===== src/rtl/sha256_pkg.sv =====
// -----------------------------------------------------------------------------
// sha256_pkg
// Shared types and helpers for the SHA-256 result collector.
//   word_t     : one 32-bit SHA-256 word
//   state_t    : eight words, index 7 is the most significant word (a / H0)
//   tag_t      : {valid, nonce} tag carried alongside the round pipeline
//   SHA256_IV  : the standard SHA-256 initial hash value
//   state_add  : word-wise mod-2^32 addition (no carry between words)
//   zero_mask  : mask covering the leading min(zero_bits, 256) digest bits
// -----------------------------------------------------------------------------
package sha256_pkg;

   typedef logic [31:0] word_t;
   typedef word_t [7:0] state_t;

   typedef struct packed {
      logic  valid;
      word_t nonce;
   } tag_t;

   localparam state_t SHA256_IV = {
      32'h6a09e667, 32'hbb67ae85, 32'h3c6ef372, 32'ha54ff53a,
      32'h510e527f, 32'h9b05688c, 32'h1f83d9ab, 32'h5be0cd19
   };

   // Each word wraps on its own; a carry out of one word is discarded.
   function automatic state_t state_add(input state_t a, input state_t b);
      state_t r;
      for (int i = 0; i < 8; i++) begin
         r[i] = a[i] + b[i];
      end
      return r;
   endfunction

   // Ones in the top n bits, n = min(zero_bits, 256). A right shift of an
   // all-ones vector by n leaves n leading zeros; inverting gives the mask.
   // n = 0 yields an empty mask, so every valid job qualifies.
   function automatic logic [255:0] zero_mask(input logic [8:0] zero_bits);
      logic [8:0]   n;
      logic [255:0] ones;
      n    = (zero_bits > 9'd256) ? 9'd256 : zero_bits;
      ones = '1;
      return ~(ones >> n);
   endfunction

endpackage


===== src/rtl/sha256_result_fifo.sv =====
// -----------------------------------------------------------------------------
// sha256_result_fifo
// Synchronous FIFO with a registered head. Push and pop in the same cycle on a
// full FIFO are both accepted (the pop frees the slot first). An empty FIFO
// never forwards push data to the head in the same cycle; it appears one cycle
// later through the head register.
// Ports:
//   clk, reset        : clock, synchronous active-high reset
//   push, push_data   : write request and data
//   pop               : remove the head (ignored while empty)
//   full, empty       : occupancy flags from the current pointers
//   head_valid        : registered, head entry present
//   head_data         : registered head entry (zero after reset)
// Parameters: WIDTH (entry bits), DEPTH (power of 2, >= 2)
// -----------------------------------------------------------------------------
module sha256_result_fifo #(
   parameter int WIDTH = 32,
   parameter int DEPTH = 4
) (
   input  logic             clk,
   input  logic             reset,
   input  logic             push,
   input  logic [WIDTH-1:0] push_data,
   input  logic             pop,
   output logic             full,
   output logic             empty,
   output logic             head_valid,
   output logic [WIDTH-1:0] head_data
);

   localparam int AW = $clog2(DEPTH);
   localparam logic [AW:0] PTR_ONE = {{AW{1'b0}}, 1'b1};

   // Pointers carry one extra wrap bit: equal indices with different wrap
   // bits means full, identical pointers means empty.
   logic [AW:0]      wr_ptr_q, wr_ptr_d;
   logic [AW:0]      rd_ptr_q, rd_ptr_d;
   logic             head_valid_q, head_valid_d;
   logic [WIDTH-1:0] head_data_q, head_data_d;
   logic [WIDTH-1:0] mem [DEPTH];
   logic             push_ok;
   logic             pop_ok;

   always_comb begin
      empty   = (wr_ptr_q == rd_ptr_q);
      full    = (wr_ptr_q[AW] != rd_ptr_q[AW]) &&
                (wr_ptr_q[AW-1:0] == rd_ptr_q[AW-1:0]);
      pop_ok  = pop && !empty;
      push_ok = push && (!full || pop_ok);

      wr_ptr_d = push_ok ? (wr_ptr_q + PTR_ONE) : wr_ptr_q;
      rd_ptr_d = pop_ok  ? (rd_ptr_q + PTR_ONE) : rd_ptr_q;

      head_valid_d = (wr_ptr_d != rd_ptr_d);
      // The next head is the entry being written right now only when it
      // will be the sole occupant; otherwise it is already in memory.
      if (push_ok && (wr_ptr_q[AW-1:0] == rd_ptr_d[AW-1:0])) begin
         head_data_d = push_data;
      end else begin
         head_data_d = mem[rd_ptr_d[AW-1:0]];
      end
   end

   always_ff @(posedge clk) begin
      if (push_ok) begin
         mem[wr_ptr_q[AW-1:0]] <= push_data;
      end
   end

   always_ff @(posedge clk) begin
      if (reset) begin
         wr_ptr_q     <= '0;
         rd_ptr_q     <= '0;
         head_valid_q <= 1'b0;
         head_data_q  <= '0;
      end else begin
         wr_ptr_q     <= wr_ptr_d;
         rd_ptr_q     <= rd_ptr_d;
         head_valid_q <= head_valid_d;
         head_data_q  <= head_data_d;
      end
   end

   assign head_valid = head_valid_q;
   assign head_data  = head_data_q;

endmodule


===== src/rtl/sha256_result_collector.sv =====
// -----------------------------------------------------------------------------
// sha256_result_collector
// Tail of the 64-stage SHA-256 round pipeline. A tag line follows each job
// through the pipeline, the final round state is added to the midstate to form
// the digest (S1), the digest is tested against a leading-zero difficulty (S2),
// and qualifying nonces are queued in a result FIFO.
// Optional build macro: SHA256_COLLECT_DIGEST_EN -- when defined the FIFO also
// stores the digest and the res_digest port exists.
// Ports:
//   clk, reset              : clock, synchronous active-high reset
//   issue_valid/issue_nonce : job entering round stage 0 this cycle
//   midstate                : {H0..H7}, stable while jobs are in flight
//   pipe_state              : {a..h} from the final round stage
//   zero_bits               : required leading zero bits (0..256, larger clamps)
//   res_valid/res_ready     : result handshake
//   res_nonce               : nonce of the head result
//   res_digest              : digest of the head result (macro builds only)
//   overflow                : sticky, a hit was dropped on a full FIFO
//   hit_count               : saturating count of results pushed
// Parameters: PIPE_DEPTH (issue-to-pipe_state latency), FIFO_DEPTH (power of 2)
// -----------------------------------------------------------------------------
module sha256_result_collector
   import sha256_pkg::*;
#(
   parameter int PIPE_DEPTH = 64,
   parameter int FIFO_DEPTH = 4
) (
   input  logic         clk,
   input  logic         reset,
   input  logic         issue_valid,
   input  logic [31:0]  issue_nonce,
   input  logic [255:0] midstate,
   input  logic [255:0] pipe_state,
   input  logic [8:0]   zero_bits,
   output logic         res_valid,
   input  logic         res_ready,
   output logic [31:0]  res_nonce,
`ifdef SHA256_COLLECT_DIGEST_EN
   output logic [255:0] res_digest,
`endif
   output logic         overflow,
   output logic [15:0]  hit_count
);

`ifdef SHA256_COLLECT_DIGEST_EN
   localparam int ENTRY_W = 288;
`else
   localparam int ENTRY_W = 32;
`endif

   // ---------------------------------------------------------------- tag line
   // Stage i holds the job issued i+1 cycles ago, so the last stage lines up
   // with pipe_state. Only the valid bits are reset; stale nonces are inert.
   logic [PIPE_DEPTH-1:0] tag_valid_q, tag_valid_d;
   word_t                 tag_nonce_q [PIPE_DEPTH];
   word_t                 tag_nonce_d [PIPE_DEPTH];

   always_comb begin
      tag_valid_d[0] = issue_valid;
      tag_nonce_d[0] = issue_nonce;
      for (int i = 1; i < PIPE_DEPTH; i++) begin
         tag_valid_d[i] = tag_valid_q[i-1];
         tag_nonce_d[i] = tag_nonce_q[i-1];
      end
   end

   always_ff @(posedge clk) begin
      for (int i = 0; i < PIPE_DEPTH; i++) begin
         tag_nonce_q[i] <= tag_nonce_d[i];
      end
      if (reset) begin
         tag_valid_q <= '0;
      end else begin
         tag_valid_q <= tag_valid_d;
      end
   end

   // ---------------------------------------------------------------- S1
   tag_t   s1_tag_q, s1_tag_d;
   state_t s1_digest_q, s1_digest_d;

   always_comb begin
      s1_tag_d.valid = tag_valid_q[PIPE_DEPTH-1];
      s1_tag_d.nonce = tag_nonce_q[PIPE_DEPTH-1];
      s1_digest_d    = state_add(state_t'(pipe_state), state_t'(midstate));
   end

   always_ff @(posedge clk) begin
      s1_digest_q    <= s1_digest_d;
      s1_tag_q.nonce <= s1_tag_d.nonce;
      if (reset) begin
         s1_tag_q.valid <= 1'b0;
      end else begin
         s1_tag_q.valid <= s1_tag_d.valid;
      end
   end

   // ---------------------------------------------------------------- S2 + FIFO
   logic               hit;
   logic               pop;
   logic               push;
   logic               drop;
   logic               fifo_full;
   logic               fifo_empty;
   logic               fifo_head_valid;
   logic [ENTRY_W-1:0] fifo_din;
   logic [ENTRY_W-1:0] fifo_head;
   logic               overflow_q, overflow_d;
   logic [15:0]        hit_count_q, hit_count_d;

   always_comb begin
      hit  = s1_tag_q.valid &&
             ((s1_digest_q & zero_mask(zero_bits)) == 256'd0);
      pop  = fifo_head_valid && res_ready && !fifo_empty;
      // A pop in the same cycle frees the slot, so a full FIFO still accepts.
      push = hit && (!fifo_full || pop);
      drop = hit && fifo_full && !pop;

      overflow_d  = overflow_q | drop;
      hit_count_d = (push && (hit_count_q != 16'hFFFF)) ? (hit_count_q + 16'd1)
                                                       : hit_count_q;
   end

`ifdef SHA256_COLLECT_DIGEST_EN
   assign fifo_din = {s1_tag_q.nonce, s1_digest_q};
`else
   assign fifo_din = s1_tag_q.nonce;
`endif

   sha256_result_fifo #(
      .WIDTH (ENTRY_W),
      .DEPTH (FIFO_DEPTH)
   ) u_fifo (
      .clk        (clk),
      .reset      (reset),
      .push       (push),
      .push_data  (fifo_din),
      .pop        (pop),
      .full       (fifo_full),
      .empty      (fifo_empty),
      .head_valid (fifo_head_valid),
      .head_data  (fifo_head)
   );

   always_ff @(posedge clk) begin
      if (reset) begin
         overflow_q  <= 1'b0;
         hit_count_q <= 16'd0;
      end else begin
         overflow_q  <= overflow_d;
         hit_count_q <= hit_count_d;
      end
   end

   assign res_valid = fifo_head_valid;
   assign overflow  = overflow_q;
   assign hit_count = hit_count_q;
`ifdef SHA256_COLLECT_DIGEST_EN
   assign res_nonce  = fifo_head[287:256];
   assign res_digest = fifo_head[255:0];
`else
   assign res_nonce  = fifo_head;
`endif

endmodule


===== config.mk =====
export PLATFORM = sky130hd
export DESIGN_NAME = sha256_result_collector
export DESIGN_NICKNAME = d
export VERILOG_FILES = /design/src/rtl/sha256_pkg.sv /design/src/rtl/sha256_result_fifo.sv /design/src/rtl/sha256_result_collector.sv
export SDC_FILE = /design/constraint.sdc
export NUM_CORES = 2
export LEC_CHECK = 0
export ABC_CLOCK_PERIOD_IN_PS = 9750
export CELL_PAD_IN_SITES_DETAIL_PLACEMENT = 0
export CELL_PAD_IN_SITES_GLOBAL_PLACEMENT = 2
export CORE_MARGIN = 8
export CORE_UTILIZATION = 40
export CTS_CLUSTER_DIAMETER = 30
export DETAILED_ROUTE_END_ITERATION = 8
export GPL_TIMING_DRIVEN = 0
export PLACE_DENSITY_LB_ADDON = 0.1
export REMOVE_ABC_BUFFERS = 1
export SYNTH_ARGS = -nofsm -noshare
export SYNTH_HDL_FRONTEND = slang
export SYNTH_SLANG_ARGS = --single-unit
export TNS_END_PERCENT = 5

===== constraint.sdc =====
create_clock -name clk -period 9.75 [get_ports clk]
set_clock_uncertainty 0.2 [all_clocks]
set_input_delay 2.4375 -clock clk [delete_from_list [all_inputs] [get_ports clk]]
set_output_delay 2.4375 -clock clk [all_outputs]
set_load 0.1 [all_outputs]

* Yosys cells after proc, flatten, opt, wreduce, memory -nomap -nowiden
Memories as Yosys holds them, arrays and structs flattened. A register that Yosys moved wholly into a read port is not among the register bits.
Cells that the tools add are included.
** Word-level totals
- Bits in registers :: 345
- Bits in writable memories :: 2176
- Output and inout port bits :: 50
- Word-level logic and storage cells :: 59
- Input bits :: 557
- Memories :: 2
** Operators by class
- Shifts and indexed selects :: 1
- Reductions and logical operators :: 16
- Magnitude comparators :: 1
- Bitwise logic cells :: 3
- $add $sub $neg :: 11
- Multiplexer cells :: 5
- Eq/ne operators :: 5
** Memories
- tag_nonce_q :: depth 64, width 32, rd ports 64, clocked after memory_dff 1, write ports 64, line sha256_result_collector.sv:55 : word_t tag_nonce_q [PIPE_DEPTH];
- u_fifo.mem :: depth 4, width 32, rd ports 1, clocked after memory_dff 1, write ports 1, line sha256_result_fifo.sv:40 : logic [WIDTH-1:0] mem [DEPTH];
** Operators with widths (number)
- $add A32 B32 Y32 :: 8
- $and A256 B256 Y256 :: 1
- $logic_not A256 Y1 :: 1
- $not A256 Y256 :: 1
- $shr A256 B9 Y256 const A :: 1
- $add A16 B1 Y16 const B :: 1
- $ne A16 B16 Y1 const B :: 1
- $logic_and A1 B1 Y1 :: 10
- $gt A9 B9 Y1 const B :: 1
- $mux W9 :: 1
- $add A3 B1 Y3 const B :: 2
- $mux W3 :: 2
- $eq A3 B3 Y1 :: 1
- $logic_not A1 Y1 :: 3
- $ne A3 B3 Y1 :: 1
- $eq A2 B2 Y1 :: 1
- $logic_or A1 B1 Y1 :: 2
- $mux W1 :: 2
- $ne A1 B1 Y1 :: 1
- $or A1 B1 Y1 :: 1

* Logic depth before layout (Yosys ltp)
- Word-level depth :: 11
- Mapped depth :: 17
- Depth with buffers taken out :: 14

* Hierarchy
Synthesis repeated with hierarchy kept, for this count alone.
** Unflattened totals
- Cells, all modules :: 5076
- Area total of the unflattened synthesis :: 71280.9 sq um
** Modules (own cells, without submodules)
- sha256_result_collector :: instances 1, seq. area each 48406.4 sq um, cells an instance 4687, area each 63937.6 sq um
- sha256_result_fifo :: instances 1, seq. area each 4624.4 sq um, cells an instance 389, area each 7343.3 sq um

* Least setup slack after synthesis
No wires, ideal clock.
- Kind :: input -> register
- Start point :: input zero_bits[2]
- End point :: memory u_fifo.mem[3][0] (enable)
- Buffers on the path :: 4
- Required time :: 9.126 ns
- Slack :: 2.906 ns
- Arrival :: 6.220 ns
- Stages on the path :: 12
- Library setup time :: 0.424 ns
- Cell sequence :: buf_2 > buf_6 > a21o_1 > a21oi_1 > nand2_1 > a2111o_1 > or4_1 > nor4_2 > nand4bb_1 > clkbuf_1 > buf_2 > nor2_1
** Between the ends
- Cells in the longest elaborated chain, start to end :: 11
** Ends and longest elaborated chain
- start, declared :: line sha256_result_collector.sv:34 : input logic [8:0] zero_bits,
- $gt A9 B9 Y1 :: line sha256_pkg.sv:41 : n = (zero_bits > 9'd256) ? 9'd256 : zero_bits;
- $mux W9 (*) :: line sha256_pkg.sv:41
- $shr A256 B9 Y256 (*) :: line sha256_pkg.sv:43 : return ~(ones >> n);
- $not A256 Y256 (*) :: line sha256_pkg.sv:43
- $and A256 B256 Y256 (*) :: line sha256_result_collector.sv:113 : ((s1_digest_q & zero_mask(zero_bits)) == 256'd0);
- $logic_not A256 Y1 (*) :: line sha256_result_collector.sv:113
- $logic_and A1 B1 Y1 (*) :: line sha256_result_collector.sv:112 : hit = s1_tag_q.valid &&
- $logic_and A1 B1 Y1 (*) :: line sha256_result_collector.sv:116 : push = hit && (!fifo_full || pop);
- $logic_and A1 B1 Y1 (*) :: line sha256_result_fifo.sv:49 : push_ok = push && (!full || pop_ok);
- $mux W1 (*) :: line sha256_result_fifo.sv:65 : if (push_ok) begin
- $mux W1 (not written as such) (*) :: line sha256_result_fifo.sv:66 : mem[wr_ptr_q[AW-1:0]] <= push_data;
- end, declared :: line sha256_result_fifo.sv:40
Every way passes the cells marked *; elsewhere a longest branch is shown, timed or not.

==> results_dict.tcl <==
set metrics [dict create \
    cts_sinks 2585 \
    slew_headroom_pct 3.269 \
    clk_pin_slew_worst_paths_ns 0.05 \
    grt_use_total_pct 18.95 \
    ctsHoldBuffers 0 \
    grt_pass1_wl_microns 268600 \
    dp.cells 8021 \
    crit_type "in2reg" \
    grtUsageMet3_pct 4.522 \
    drtPass1Iterations 8 \
    synthCells 5146 \
    nFillCells 14870 \
    fmax_mhz 104.9 \
    synthFlopType "dfxtp_1" \
    nNetsFinal 6891 \
    use_met1_pct 24.27 \
    cap_viol_max_count 0 \
    area_growth_pct 31.68 \
    setup_viol 0 \
    dieArea_sq_um 190600 \
    r2r_setup_slack_ns 3.61 \
    grt_setup_unrepaired "no" \
    die_w_microns 436.6 \
    wire_per_inst_microns 21.18 \
    slew_violations 0 \
    powerDensity_nw_per_um2 287.7 \
    netlist.top_cell.by_area "dfxtp_1" \
    grt_max_degree 67 \
    syn_area_sq_um 70770 \
    cts_buffers 389 \
    ys_ff_latch 2585 \
    cts_tree "done" \
    fin_cells 8761 \
    drtAntennaViolNets 0 \
    post_cts_buffers 0 \
    met2_usage_pct 30.57 \
    antenna_found_initial 88 \
    cts-root-buf "clkbuf_16" \
    critPathArrivalTime_ns 10.09 \
    fp.coreArea_sq_um 175900 \
    wirelength_microns 185600 \
    synth_edf_count 128 \
    avgSynthCellArea_sq_um 13.75 \
    hold_violations 0 \
    cts_buffer_depth 4 \
    drive_gt1_share_pct 11.88 \
    hold_path_class "reg2reg" \
    synth_area_leaders "dfxtp_1 (70%), edfxtp_1 (5.4%), ha_1 (4.5%), xnor2_1 (2.4%), a21oi_1 (1.8%)" \
    start_kind "primary input" \
    gp_congestion 0.9321 \
    routed_via_density 4.676 \
    port-buffer-count 606 \
    p_total_uw 26800 \
    cp-end-kind "flip-flop" \
    yosysWarningCount 0 \
    die_h_microns 436.6 \
    status "finished, final reports clean" \
    synth-async-reset-ratio_pct 0 \
    grt.busiest_layer "met2" \
    clk_latency_ns 0.89 \
    grt_pass1_vias 40880 \
    cts_resized 0 \
    row_count 154 \
    first_iter_violations 2583 \
    pin_count 607 \
    fin_crit_sh_pct 97.76 \
    worst_pin_slew_ns 1.414 \
    synth_top_area_share_pct 69.51 \
    dpl-instance-area_sq_um 79750 \
    seq_area_frac_synth_pct 74.94 \
    leakage_uw 0.03753 \
    hpwl_microns 138300 \
    fin_crit_ns 9.532 \
    grt-ovfl-total 0 \
    htreeDepth 5 \
    synth_cell_type_count 89 \
    worstPathMaxFanout 23 \
    fin_area_sq_um 93180 \
    critPathRequiredTime_ns 10.31 \
    initial_utilization_pct 40.23 \
    ir_worst_vdd_v 0.0002091 \
    drcViolationCount 0 \
    via_count 40970 \
]
==> critical path, stage by stage <==
cell and delay [ns]:
clkdlybuf4s50_1 1.09, nor4_2 1.44, a21oi_1 0.67, a221o_1 0.46
a2111oi_0 0.68, a41o_1 0.45, a41oi_1 0.30, nand4bb_2 0.99
nor2_4 0.91, buf_12 0.27, mux2i_1 0.23, nor2_1 0.06
==> cell usage in the layout (no fill, tap or decap), types with 46 or more instances in the layout <==
| cell | count |
|---|---|
| a21o_1 | 76 |
| inv_1 | 117 |
| clkbuf_16 | 397 |
| a21oi_1 | 254 |
| ha_1 | 254 |
| clkdlybuf4s50_1 | 597 |
| xor2_1 | 47 |
| nand2_1 | 115 |
| nor2_1 | 263 |
| xnor2_1 | 193 |
| dfxtp_1 | 2457 |
| nor2b_1 | 103 |
| nand3_1 | 54 |
| nor3_1 | 66 |
| edfxtp_1 | 128 |
| clkinv_2 | 52 |
| o21a_1 | 52 |
| nand4_1 | 46 |
| o21ai_0 | 216 |
==> cell usage after synthesis, drive strengths merged (46+ instances only) <==
cell and number:
nor3 69, nor4 46, nand3 54, nor2 272, xor2 47, ha 254
a21o 76, clkbuf 48, o21ai 220, o21a 52, inv 117, nor2b 104
a21oi 256, nand2 116, xnor2 194, dfxtp 2457, nand4 46, edfxtp 128
==> state kept, by name (all words and copies together) (netlist names) <==
signal,flops
u_fifo.mem,128
s1_tag_q,1
u_fifo.wr_ptr_q,3
hit_count,16
u_fifo.rd_ptr_q,3
s1_digest_q,256
tag_valid_q,64
fifo_din,32
u_fifo.head_data,32
tag_nonce_q,2048
overflow,1
u_fifo.head_valid,1
==> through the flow <==
step | TNS, ns | util (%) | worst slack [ns] | hold slack [ns]
CTS | 0 | 52.91 | 0.4280 | 0.06659
floorplan | 0 | - | 1.209 | 0.1096
global route | 0 | 52.95 | 0.1531 | 0.07999
detailed placement | -30.46 | 45.33 | -0.4840 | 0.1121
finish | 0 | 52.97 | 0.2182 | 0.06542
global placement | -956.84 | 45.11 | -6.438 | 0.1095
==> final timing paths <==
check | startpoint | end | depth (start not counted)
setup reg to reg | s1_digest_q[214] | u_fifo.head_data[11] | 12
hold / removal | tag_nonce_q[54][21] | tag_nonce_q[55][21] | 0
setup / recovery | zero_bits[0] | u_fifo.head_data[11] | 12
hold reg to reg | tag_nonce_q[54][21] | tag_nonce_q[55][21] | 0
==> metal layers <==
metal	vias to the layer above	routed length, microns
li1	19890	-
met3	450	11440
met5	-	46
met2	1295	85280
met1	19330	81230
met4	6	7593
==> power breakdown <==
group / internal (uW) / switching [uW]
clock network: 8920 / 4690
logic: 687 / 912
registers: 11200 / 344
==> layout make-up <==
| class | count | area [sq um] | share of cell area (%) |
|---|---|---|---|
| clock inverters | 219 | 2628 | 2.820 |
| multi-input cells | 2354 | 16970 | 18.21 |
| well taps | 2340 | 2928 | 3.142 |
| inverters | 119 | 446.7 | 0.4794 |
| flip-flops and latches | 2585 | 53030 | 56.91 |
| diodes | 40 | 100.1 | 0.1074 |
| repair buffers | 623 | 6380 | 6.847 |
| clock buffers | 481 | 10700 | 11.48 |
==> cell families (layout without fill, tap and decap cells) <==
family          after synthesis  in the layout  synth area share (%)
fa+ha+maj                   263            263                 4.731
compound gates              928            928                 8.436
other cells                   0             40                     0
xor+xnor                    241            241                 2.983
mux                          68             68                 1.528
simple gates                854            854                 6.194
buf+inv                     207           1442                 1.190
flops                      2585           2585                 74.94
Power figures use the tool's default switching activity.
